--- config.mk ---
export PLATFORM = sky130hd
export DESIGN_NAME = icache_refill_ctrl
export DESIGN_NICKNAME = d
export VERILOG_FILES = /design/src/rtl/icache_refill_ctrl.sv
export SDC_FILE = /design/constraint.sdc
export NUM_CORES = 1
export LEC_CHECK = 0
export CORE_MARGIN = 10
export CORE_UTILIZATION = 43
export CTS_CLUSTER_SIZE = 10
export DETAILED_ROUTE_END_ITERATION = 6
export GPL_TIMING_DRIVEN = 0
export PLACE_DENSITY = 0.86
export SLEW_MARGIN = 15
export SYNTH_ARGS = -nofsm -noshare
export SYNTH_HDL_FRONTEND = slang
export SYNTH_SLANG_ARGS = --single-unit
--- constraint.sdc ---
create_clock -name clk -period 3.6 [get_ports clk]
set_clock_uncertainty 0.2 [all_clocks]
set_input_delay 0.36 -clock clk [delete_from_list [all_inputs] [get_ports clk]]
set_output_delay 0.36 -clock clk [all_outputs]
set_load 0.005 [all_outputs]
--- src/rtl/icache_refill_ctrl.sv ---
// Miss/refill sequencer for a direct-mapped instruction cache: stalls the front end on a
// fetch miss, streams the line in word by word, then writes tag+valid and releases the stall.
module icache_refill_ctrl #(
  parameter int unsigned ADDR_W         = 32,
  parameter int unsigned INDEX_W        = 7,
  parameter int unsigned WORDS_PER_LINE = 2,
  localparam int unsigned OFFSET_W      = $clog2(WORDS_PER_LINE * 4),
  localparam int unsigned TAG_W         = ADDR_W - INDEX_W - OFFSET_W,
  localparam int unsigned WCNT_W        = (WORDS_PER_LINE > 1) ? $clog2(WORDS_PER_LINE) : 1
) (
  input  logic               clk,
  input  logic               reset,
  input  logic               fetch_req,
  input  logic [ADDR_W-1:0]  fetch_addr,
  input  logic               hit,
  output logic               pc_we,
  output logic               IFID_we,
  output logic               IDEX_we,
  output logic               mem_req,
  output logic [ADDR_W-1:0]  mem_addr,
  input  logic               mem_ack,
  input  logic [31:0]        mem_rdata,
  output logic               cw_en,
  output logic [INDEX_W-1:0] cw_index,
  output logic [WCNT_W-1:0]  cw_word,
  output logic [31:0]        cw_data,
  output logic               tag_we,
  output logic [TAG_W-1:0]   tag_data,
  output logic               busy,
  output logic [15:0]        miss_count
);

  typedef enum logic [2:0] {
    S_IDLE,
    S_REQ,
    S_WRITE,
    S_TAGW,
    S_DONE
  } state_e;

  localparam logic [WCNT_W-1:0] LAST_WORD = WCNT_W'(WORDS_PER_LINE - 1);

  state_e               state_q, state_d;
  logic [TAG_W-1:0]     tag_q, tag_d;
  logic [INDEX_W-1:0]   index_q, index_d;
  logic [WCNT_W-1:0]    cnt_q, cnt_d;
  logic [31:0]          data_q, data_d;
  logic [15:0]          miss_count_q, miss_count_d;
  logic                 miss;
  logic                 unused_offset;

  // Byte offset within the line is implied by the word counter during refill.
  assign unused_offset = ^fetch_addr[OFFSET_W-1:0];

  assign miss = (state_q == S_IDLE) && fetch_req && !hit;
  assign busy = (state_q != S_IDLE);

  // Gated by reset so the pipeline is frozen for as long as reset is held.
  assign pc_we   = reset && !(miss || busy);
  assign IFID_we = pc_we;
  assign IDEX_we = pc_we;

  assign mem_addr   = {tag_q, index_q, {OFFSET_W{1'b0}}} | (ADDR_W'(cnt_q) << 2);
  assign cw_index   = index_q;
  assign cw_word    = cnt_q;
  assign cw_data    = data_q;
  assign tag_data   = tag_q;
  assign miss_count = miss_count_q;

  always_comb begin
    state_d      = state_q;
    tag_d        = tag_q;
    index_d      = index_q;
    cnt_d        = cnt_q;
    data_d       = data_q;
    miss_count_d = miss_count_q;
    mem_req      = 1'b0;
    cw_en        = 1'b0;
    tag_we       = 1'b0;
    unique case (state_q)
      S_IDLE: begin
        if (miss) begin
          tag_d   = fetch_addr[ADDR_W-1 -: TAG_W];
          index_d = fetch_addr[OFFSET_W +: INDEX_W];
          cnt_d   = '0;
          if (miss_count_q != '1) miss_count_d = miss_count_q + 16'd1;
          state_d = S_REQ;
        end
      end
      S_REQ: begin
        mem_req = 1'b1;
        if (mem_ack) begin
          data_d  = mem_rdata;
          state_d = S_WRITE;
        end
      end
      S_WRITE: begin
        cw_en = 1'b1;
        if (cnt_q == LAST_WORD) begin
          state_d = S_TAGW;
        end else begin
          cnt_d   = cnt_q + WCNT_W'(1);
          state_d = S_REQ;
        end
      end
      S_TAGW: begin
        tag_we  = 1'b1;
        state_d = S_DONE;
      end
      S_DONE:  state_d = S_IDLE;
      default: state_d = S_IDLE;
    endcase
  end

  always_ff @(posedge clk or negedge reset) begin
    if (!reset) begin
      state_q      <= S_IDLE;
      tag_q        <= '0;
      index_q      <= '0;
      cnt_q        <= '0;
      data_q       <= '0;
      miss_count_q <= '0;
    end else begin
      state_q      <= state_d;
      tag_q        <= tag_d;
      index_q      <= index_d;
      cnt_q        <= cnt_d;
      data_q       <= data_d;
      miss_count_q <= miss_count_d;
    end
  end

endmodule
======== Word-level counts from Yosys, hierarchy flattened ========
Cells that the tools add are included.
operators by class
  $add $sub $neg .......................... 2
  muxes and demuxes ....................... 10
  bitwise logic cells ..................... 1
  reductions and logical operators ........ 14
  eq/ne operators ......................... 6
operators by type and width
  operator                 count
  $or A32 B3 Y32           1
  $add A16 B1 Y16 const B  1
  $ne A16 B16 Y1 const B   1
  $pmux W3 S4              1
  $reduce_and A2 Y1        4
  $eq A3 B2 Y1 const B     2
  $mux W3                  2
  $mux W1                  5
  $ne A2 B2 Y1 const B     2
  $eq A3 B1 Y1 const B     1
  $logic_and A1 B1 Y1      3
  $logic_not A3 Y1         1
  $reduce_and A3 Y1        1
  $reduce_bool A3 Y1       1
  $logic_not A1 Y1         2
  $mux W2                  1
  $pmux W1 S2              1
  $reduce_bool A2 Y1       1
  $add A1 B1 Y1 const B    1
  $logic_or A1 B1 Y1       1
word-level totals
  bits in registers ....................... 81

======== Logic depth before layout (Yosys ltp) ========
Gate-level depths: netlist of run 1.
  depth after elaboration ................. 6
  mapped depth ............................ 7
  gate-level depth less buffers ........... 5

======== Worst setup path after synthesis of run 1 ========
No wires, ideal clock.
  path kind ............................... reg2reg
  start ................................... register miss_count_q[0] (netlist: miss_count[0])
  end ..................................... register miss_count_q[1] (netlist: miss_count[1])
  cell stages (with the launch flop) ...... 6
  arrival time ............................ 1.591 ns
  path buffers ............................ 0
  path slack .............................. 1.684 ns
  clock period less this slack ............ 1.916 ns
  setup time .............................. 0.125 ns
  cells stage by stage .................... dfrtp_1 > ha_1 > nand2_1 > nor4_4 > a21oi_2 > mux2_4
between the ends
  cells in the longest elaborated chain, start to end .. 2
  elaborated cells on any way between the ends .. 3
  classes of those cells .................. add/sub (1); eq/ne (1); reduce/logical (1)
RTL lines
  what                                                                     RTL line  RTL
  start: declaration                                                       48        logic [15:0] miss_count_q, miss_count_d;
  start signal: assignment                                                 129       miss_count_q <= miss_count_d;
  parallel branches: the longest is 2 deep, another holds $add A16 B1 Y16  --
Several ways; the timed one is not identified.
A chain may end at the register's enable or synchronous reset.

======== Worst setup path after layout of run 1 ========
  start ................................... input reset
  end ..................................... output pc_we
between the ends
  cells in the longest elaborated chain, start to end .. 1
RTL lines
  what                 RTL line  RTL
  start: declaration   12        input logic reset,
  $logic_and A1 B1 Y1  59        assign pc_we = reset && !(miss || busy);
  end: declaration     16        output logic pc_we,
Every way passes these cells.

==> results of run 1 <==
==> registers in the layout, summed over array words and instances (netlist names) <==
name        flops
cw_index        7
cw_data        32
state_q         3
cw_word         1
miss_count     16
tag_data       22
==> Yosys cell counts (all sizes together), types with 4 or more instances <==
cell type | count | area share (%)
nand2 | 94 | 9.9
dfrtp | 81 | 57
buf | 37 | 7.8
mux2 | 34 | 11
clkbuf | 8 | 0.84
nand4 | 7 | 1.6
xor2 | 7 | 1.7
a21oi | 6 | 0.94
nand3 | 5 | 0.70
nor2 | 5 | 0.52
and4 | 4 | 1.0
nor3 | 4 | 0.70
==> layout make-up <==
class                           instances  area [um2]
Clock inverter                          6        68.8
Tap cell                              105         131
Multi-Input combinational cell        194        1240
Timing Repair Buffer                  182        1840
Fill cell                             627        2430
Inverter                                3        11.3
Clock buffer                           10         128
Buffer                                 45         308
Sequential cell                        81        2030
==> through the flow <==
step / setup WS (ns) / cell area (um2) / utilization [%]
2_1_floorplan: 1.68 / 3580 / -
3_3_place_gp: -1.81 / 5520 / 67.5
3_5_place_dp: 1.07 / 5540 / 67.8
4_1_cts: 0.523 / 5750 / 70.3
5_1_grt: 0.417 / 5750 / 70.3
6_report: 0.571 / 5750 / 70.3
==> repair_timing <==
item | CTS | global route
buffers inserted | 0 | 0
hold buffers | 1 | 0
hold endpoints to repair | 23 | 0
==> metal layers <==
layer	up-vias	share of wire, %
met2	104	51
met4	0	1.9
met3	13	7.5
li1	1417	-
met1	1431	39
met5	-	0
==> critical path: cells and delay by family <==
family / cells / cell delay [ns]
buffers and inverters: 5 / 1.78
and+or+nand+nor: 1 / 0.30
==> cell families (layout without fill, tap and decap cells) <==
kind of cell / after synthesis / count (layout) / synth area share [%]
DFF: 81 / 81 / 56.6
other: 1 / 2 / 0.105
buffers and inverters: 48 / 246 / 8.91
muxes: 35 / 35 / 11.1
and+or+nand+nor: 138 / 138 / 19.2
adders and majority gates: 1 / 1 / 0.349
AOI/OAI and AO/OA: 9 / 9 / 1.54
xor gates and xnor gates: 9 / 9 / 2.20
==> worst max path at each step <==
stage / endpoint / slack (ns) / cells after the start
2_1_floorplan: miss_count[1]$_DFFE_PN0P_ / 1.68 / 5
3_3_place_gp: pc_we / -1.81 / 4
3_5_place_dp: pc_we / 1.07 / 5
4_1_cts: pc_we / 0.52 / 6
5_1_grt: pc_we / 0.42 / 6
6_report: pc_we / 0.57 / 6
==> power breakdown <==
part           total, mW  leakage, nW  internal (mW)  switching, mW
Clock              0.657       0.0964          0.323          0.334
Sequential          1.59        0.999           1.29          0.291
Combinational       2.24         1.55           1.51          0.729
Total               4.48         2.65           3.12           1.35
==> results_dict.tcl, run 1 <==
set metrics [dict create \
    status "finished, final reports clean" \
    worst_reg2reg_setup_slack_ns 1.48 \
    seq_area_frac_synth_pct 56.6 \
    regToRegStartpoint "miss_count[0]$_DFFE_PN0P_" \
    number_of_warnings_reported_in_the_yosys_synthesis_log 0 \
    grt-ovfl-total 0 \
    number_of_enable_flip_flop_cells_after_synthesis 0 \
    grt_first_pass_wirelength_mm 16.9 \
    num-nets-final 586 \
    routed_via_density 4.74 \
    cp_max_fo 59 \
    crit_chain "dlygate4sd3_1 -> buf_4 -> buf_16 -> and3_2 -> buf_4 -> clkdlybuf4s50_1" \
    report.final.setup_viol 0 \
    number_of_cells_after_detailed_placement 609 \
    synth_cells 322 \
    dominantRegCellSynth "sky130_fd_sc_hd__dfrtp_1" \
    final_max_slew_viol_count 0 \
    numPortBuffers 180 \
    power.static_leakage_nw 2.65 \
    route.vias.total 2965 \
    unrepaired_setup_endpoints_after_global_routing "false" \
    maxCapViolCount 0 \
    std_cell_rows 33 \
    setup-tns-final_ns 0 \
    ant_nets 0 \
    r2r-end "miss_count[1]$_DFFE_PN0P_" \
    drt_iter0_drc 70 \
    post_synth.cell_area_avg_um2 11.1 \
    pwr_density_cell_nw_per_um2 779 \
    max_slew.worst_pin.slew_ns 0.527 \
    core_area_um2 8180 \
    setup.worst_path.class "input pin to output port" \
    slew-limit-headroom_pct 64.8 \
    postSynth.asyncResetShare_pct 100 \
    number_of_flip_flops_and_latches_in_the_synthesized_netlist 81 \
    fin_total_pwr_mw 4.48 \
    use_met3_pct 5.84 \
    critPathSlowestCell "sky130_fd_sc_hd__dlygate4sd3_1" \
    route.final.wire_length_mm 10.7 \
    vias_in_the_first_global_route 3135 \
    hold_violations 0 \
    timing.critical_path.required_ns 3.04 \
    tritoncts "done" \
    worst_r2r_path_depth 5 \
    floorplan.initialDensity_pct 43.8 \
    path_category_of_the_worst_min_delay_check "input pin to async pin" \
    final_min_period_over_clock_period_pct 84.2 \
    finalCriticalPeriod_ns 3.03 \
    antenna_found_initial 0 \
    ctsHtreeMaxLevel 3 \
    worst_skew_pair.late_latency_ns 0.33 \
    syn-cell-area_um2 3580 \
    post_layout_nonfiller_instances 626 \
    drt_pass1_iterations 4 \
    fmaxAchievable_ghz 0.330 \
    startpoint "reset" \
    critical_path.endpoint_type "output port" \
    die_h_um 111 \
    ctsResizeCount 0 \
    gr-usage-met1_pct 18.1 \
    mostFrequentLayoutCells "sky130_fd_sc_hd__clkdlybuf4s50_1, sky130_fd_sc_hd__nand2_1, sky130_fd_sc_hd__dfrtp_1" \
    path_clk_slew_ns 0.09 \
    die_area_um2 12400 \
    cts_made_buffers 9 \
    ir_drop_worst_vdd_mv 0.391 \
    layout_commonest_cell "sky130_fd_sc_hd__clkdlybuf4s50_1" \
    place.detailed.hpwl_mm 8.58 \
    busiest_layer "met2" \
    synthDistinctLibCells 40 \
    cts_num_sinks 81 \
    ctsLongestPathBuffers 2 \
    post_route_worst_hold_slack_ns 0.263 \
    avgRoutedWirePerCell_um 17.2 \
    critical-path-top-cell-by-count "sky130_fd_sc_hd__buf_4" \
    clockRootBuffer "sky130_fd_sc_hd__clkbuf_8" \
    grt_max_degree 60 \
    layout-drive-gt1-share_pct 18.8 \
    grtUsageTotal_pct 16.7 \
    drc_errors 0 \
    antennaDiodeCount 0 \
    worst_setup_path_start_kind "input pin" \
    boundaryPins 186 \
    area_delta_synth_final_pct 60.6 \
    die_width_um 111 \
    arrival_ns 2.47 \
    grt.met2_usage_pct 29.5 \
    routabilityCongestion 0.821 \
    largest_stage_delay_on_the_critical_path_ns 0.53 \
]
No activity file was read; power rests on OpenSTA's default activity.
==> inputs of run 2 (changes only) <==
--- a/config.mk
+++ b/config.mk
@@ -6,11 +6,11 @@
 export NUM_CORES = 1
 export LEC_CHECK = 0
 export CORE_MARGIN = 10
-export CORE_UTILIZATION = 43
+export CORE_UTILIZATION = 40
 export CTS_CLUSTER_SIZE = 10
 export DETAILED_ROUTE_END_ITERATION = 6
 export GPL_TIMING_DRIVEN = 0
-export PLACE_DENSITY = 0.86
+export PLACE_DENSITY = 0.81
 export SLEW_MARGIN = 15
 export SYNTH_ARGS = -nofsm -noshare
 export SYNTH_HDL_FRONTEND = slang
==> constraint.sdc (replaced) <==
create_clock -name clk -period 2.8 [get_ports clk]
set_clock_uncertainty 0.2 [all_clocks]
set_input_delay 0.28 -clock clk [delete_from_list [all_inputs] [get_ports clk]]
set_output_delay 0.28 -clock clk [all_outputs]
set_load 0.005 [all_outputs]
==> results_dict.tcl, run 2 (synthesis gave the netlist of run 1 again) <==
set metrics [dict create \
    grt_max_degree 48 \
    die_h_um 115 \
    antenna_found_initial 0 \
    finalCriticalPeriod_ns 2.51 \
    floorplan.initialDensity_pct 41.1 \
    num-nets-final 587 \
    final_min_period_over_clock_period_pct 89.7 \
    tritoncts "done" \
    fin_util_pct 66.4 \
    numPortBuffers 180 \
    path_category_of_the_worst_min_delay_check "input pin to flip-flop" \
    setup_ws_ns 0.287 \
    mostFrequentLayoutCells "sky130_fd_sc_hd__clkdlybuf4s50_1, sky130_fd_sc_hd__nand2_1, sky130_fd_sc_hd__dfrtp_1" \
    final_max_slew_viol_count 0 \
    layout_commonest_cell "sky130_fd_sc_hd__clkdlybuf4s50_1" \
    sw_frac_of_total_pct 29.5 \
    boundaryPins 186 \
    arrival_ns 2.03 \
    postCtsSetupBuffers 0 \
    drt_iter0_drc 87 \
    worst_hold_path.endpoint "tag_data[3]$_DFFE_PN0P_" \
    critical_path.endpoint_type "output port" \
    power_frac_clock_pct 15.5 \
    die_area_um2 13100 \
    pwr_density_cell_nw_per_um2 1000 \
    drc_errors 0 \
    worst_skew_pair.late_latency_ns 0.35 \
    path_clk_slew_ns 0.09 \
    routed_via_density 4.79 \
    proportion_of_power_drawn_by_combinational_gates_pct 49.4 \
    route.vias.total 3019 \
    report.final.setup_viol 0 \
    max_slew.worst_pin.slew_ns 0.493 \
    regToRegStartpoint "state_q[0]$_DFFE_PN0P_" \
    sequential_cell_fraction_of_total_power_pct 35.0 \
    avgRoutedWirePerCell_um 16.8 \
    area_delta_synth_final_pct 61.7 \
    r2r-end "miss_count[14]$_DFFE_PN0P_" \
    clockRootBuffer "sky130_fd_sc_hd__clkbuf_8" \
    worst_reg2reg_setup_slack_ns 0.62 \
    setup.worst_path.class "input pin to output port" \
    ctsHtreeMaxLevel 3 \
    antennaDiodeCount 0 \
    grt_first_pass_wirelength_mm 16.5 \
    ctsResizeCount 0 \
    vias_in_the_first_global_route 3162 \
    cts_num_sinks 81 \
    unrepaired_setup_endpoints_after_global_routing "false" \
    power_switching_mw 1.71 \
    place.detailed.hpwl_mm 8.51 \
    dpl_worst_slack_ns 0.338 \
    min_path_cells 3 \
    power.static_leakage_nw 2.67 \
    status "finished, final reports clean" \
    maxCapViolCount 0 \
    fmaxAchievable_ghz 0.398 \
    die_width_um 115 \
    worst_r2r_path_depth 5 \
    ant_nets 0 \
    grtUsageTotal_pct 15.7 \
    routabilityCongestion 0.847 \
    holdCritStartpoint "fetch_addr[13]" \
    multiInputGateArea_um2 1240 \
    internal_power_mw 4.09 \
    fin_total_pwr_mw 5.80 \
    grt-ovfl-total 0 \
    drt_pass1_iterations 4 \
    worst_setup_path_start_kind "input pin" \
    layout.area.seq_um2 2030 \
    core_area_um2 8720 \
    largest_register_ff_count 32 \
    ir_drop_worst_vdd_mv 0.457 \
    std_cell_rows 34 \
    ctsLongestPathBuffers 2 \
    cp_max_fo 35 \
    route.final.wire_length_mm 10.6 \
    slew-limit-headroom_pct 66.9 \
    hold_violations 0 \
    total_of_fill_cells_in_the_finished_design 681 \
    timing.critical_path.required_ns 2.32 \
    cts_made_buffers 9 \
    layout-drive-gt1-share_pct 19.2 \
]
[run 2: cell count changes in the layout (fill, tap and decap cells not counted)]
cell	delta
sky130_fd_sc_hd__clkinv_4	-3
sky130_fd_sc_hd__clkbuf_1	-1
sky130_fd_sc_hd__buf_12	+1
sky130_fd_sc_hd__clkinvlp_4	+1
sky130_fd_sc_hd__clkbuf_8	+3
[run 2: per-layer routing]
| layer | part of all wire, % | global-route usage, % |
|---|---|---|
| met5 | 0 | 0 |
| met1 | 37 | 17.1 |
| met2 | 49 | 26.3 |
| met3 | 11 | 6.66 |
| met4 | 2.2 | 6.43 |
[run 2: layout make-up]
class,instances,share of cell area (%)
repair buffers,183,32.1
inverters,3,0.194
clock inverters,4,0.864
plain buffers,45,5.31
well taps,108,2.33
clock buffers,12,2.85
multi-input cells,194,21.4
flip-flops and latches,81,35.0
[run 2: repair_timing]
| action | CTS | global route |
|---|---|---|
| hold buffers | 2 | 0 |
| endpoints found under the setup margin | 0 | 0 |
| hold endpoints to repair | 47 | 0 |
[run 2: worst max-delay path by stage]
stage                                   start                         to  slack [ns]  depth (start not counted)
floorplan           miss_count[0]$_DFFE_PN0P_  miss_count[1]$_DFFE_PN0P_        0.88                          5
global placement                        reset                    IFID_we       -2.40                          4
detailed placement                      reset                    IFID_we        0.34                          5
CTS                                     reset                    IFID_we        0.27                          6
global route                            reset                    IFID_we        0.20                          6
finish                                  reset                    IFID_we        0.29                          6
[run 2: stage by stage]
stage	cells	area [um2]	setup TNS (ns)	hold WS, ns
after floorplan	323	3580	0	-0.216
after global placement	611	5520	-137.92	0.271
after detailed placement	612	5540	0	0.139
after CTS	630	5790	0	0.230
after global routing	630	5790	0	0.232
final	630	5790	0	0.243
[run 2: power by group through the flow]
stage	combinational, mW	sequential, mW	clock (mW)
floorplan	1.06	2.04	0
global placement	2.85	2.03	0
detailed placement	2.92	2.06	0
CTS	2.93	2.04	0.931
global route	3.12	2.10	0.980
finish	2.87	2.03	0.900
[run 2: critical path, cell delays in order]
cell and delay (ns):
sky130_fd_sc_hd__dlygate4sd3_1 0.53, sky130_fd_sc_hd__buf_4 0.15, sky130_fd_sc_hd__buf_12 0.21, sky130_fd_sc_hd__and3_2 0.24, sky130_fd_sc_hd__buf_4 0.10, sky130_fd_sc_hd__clkdlybuf4s50_1 0.49
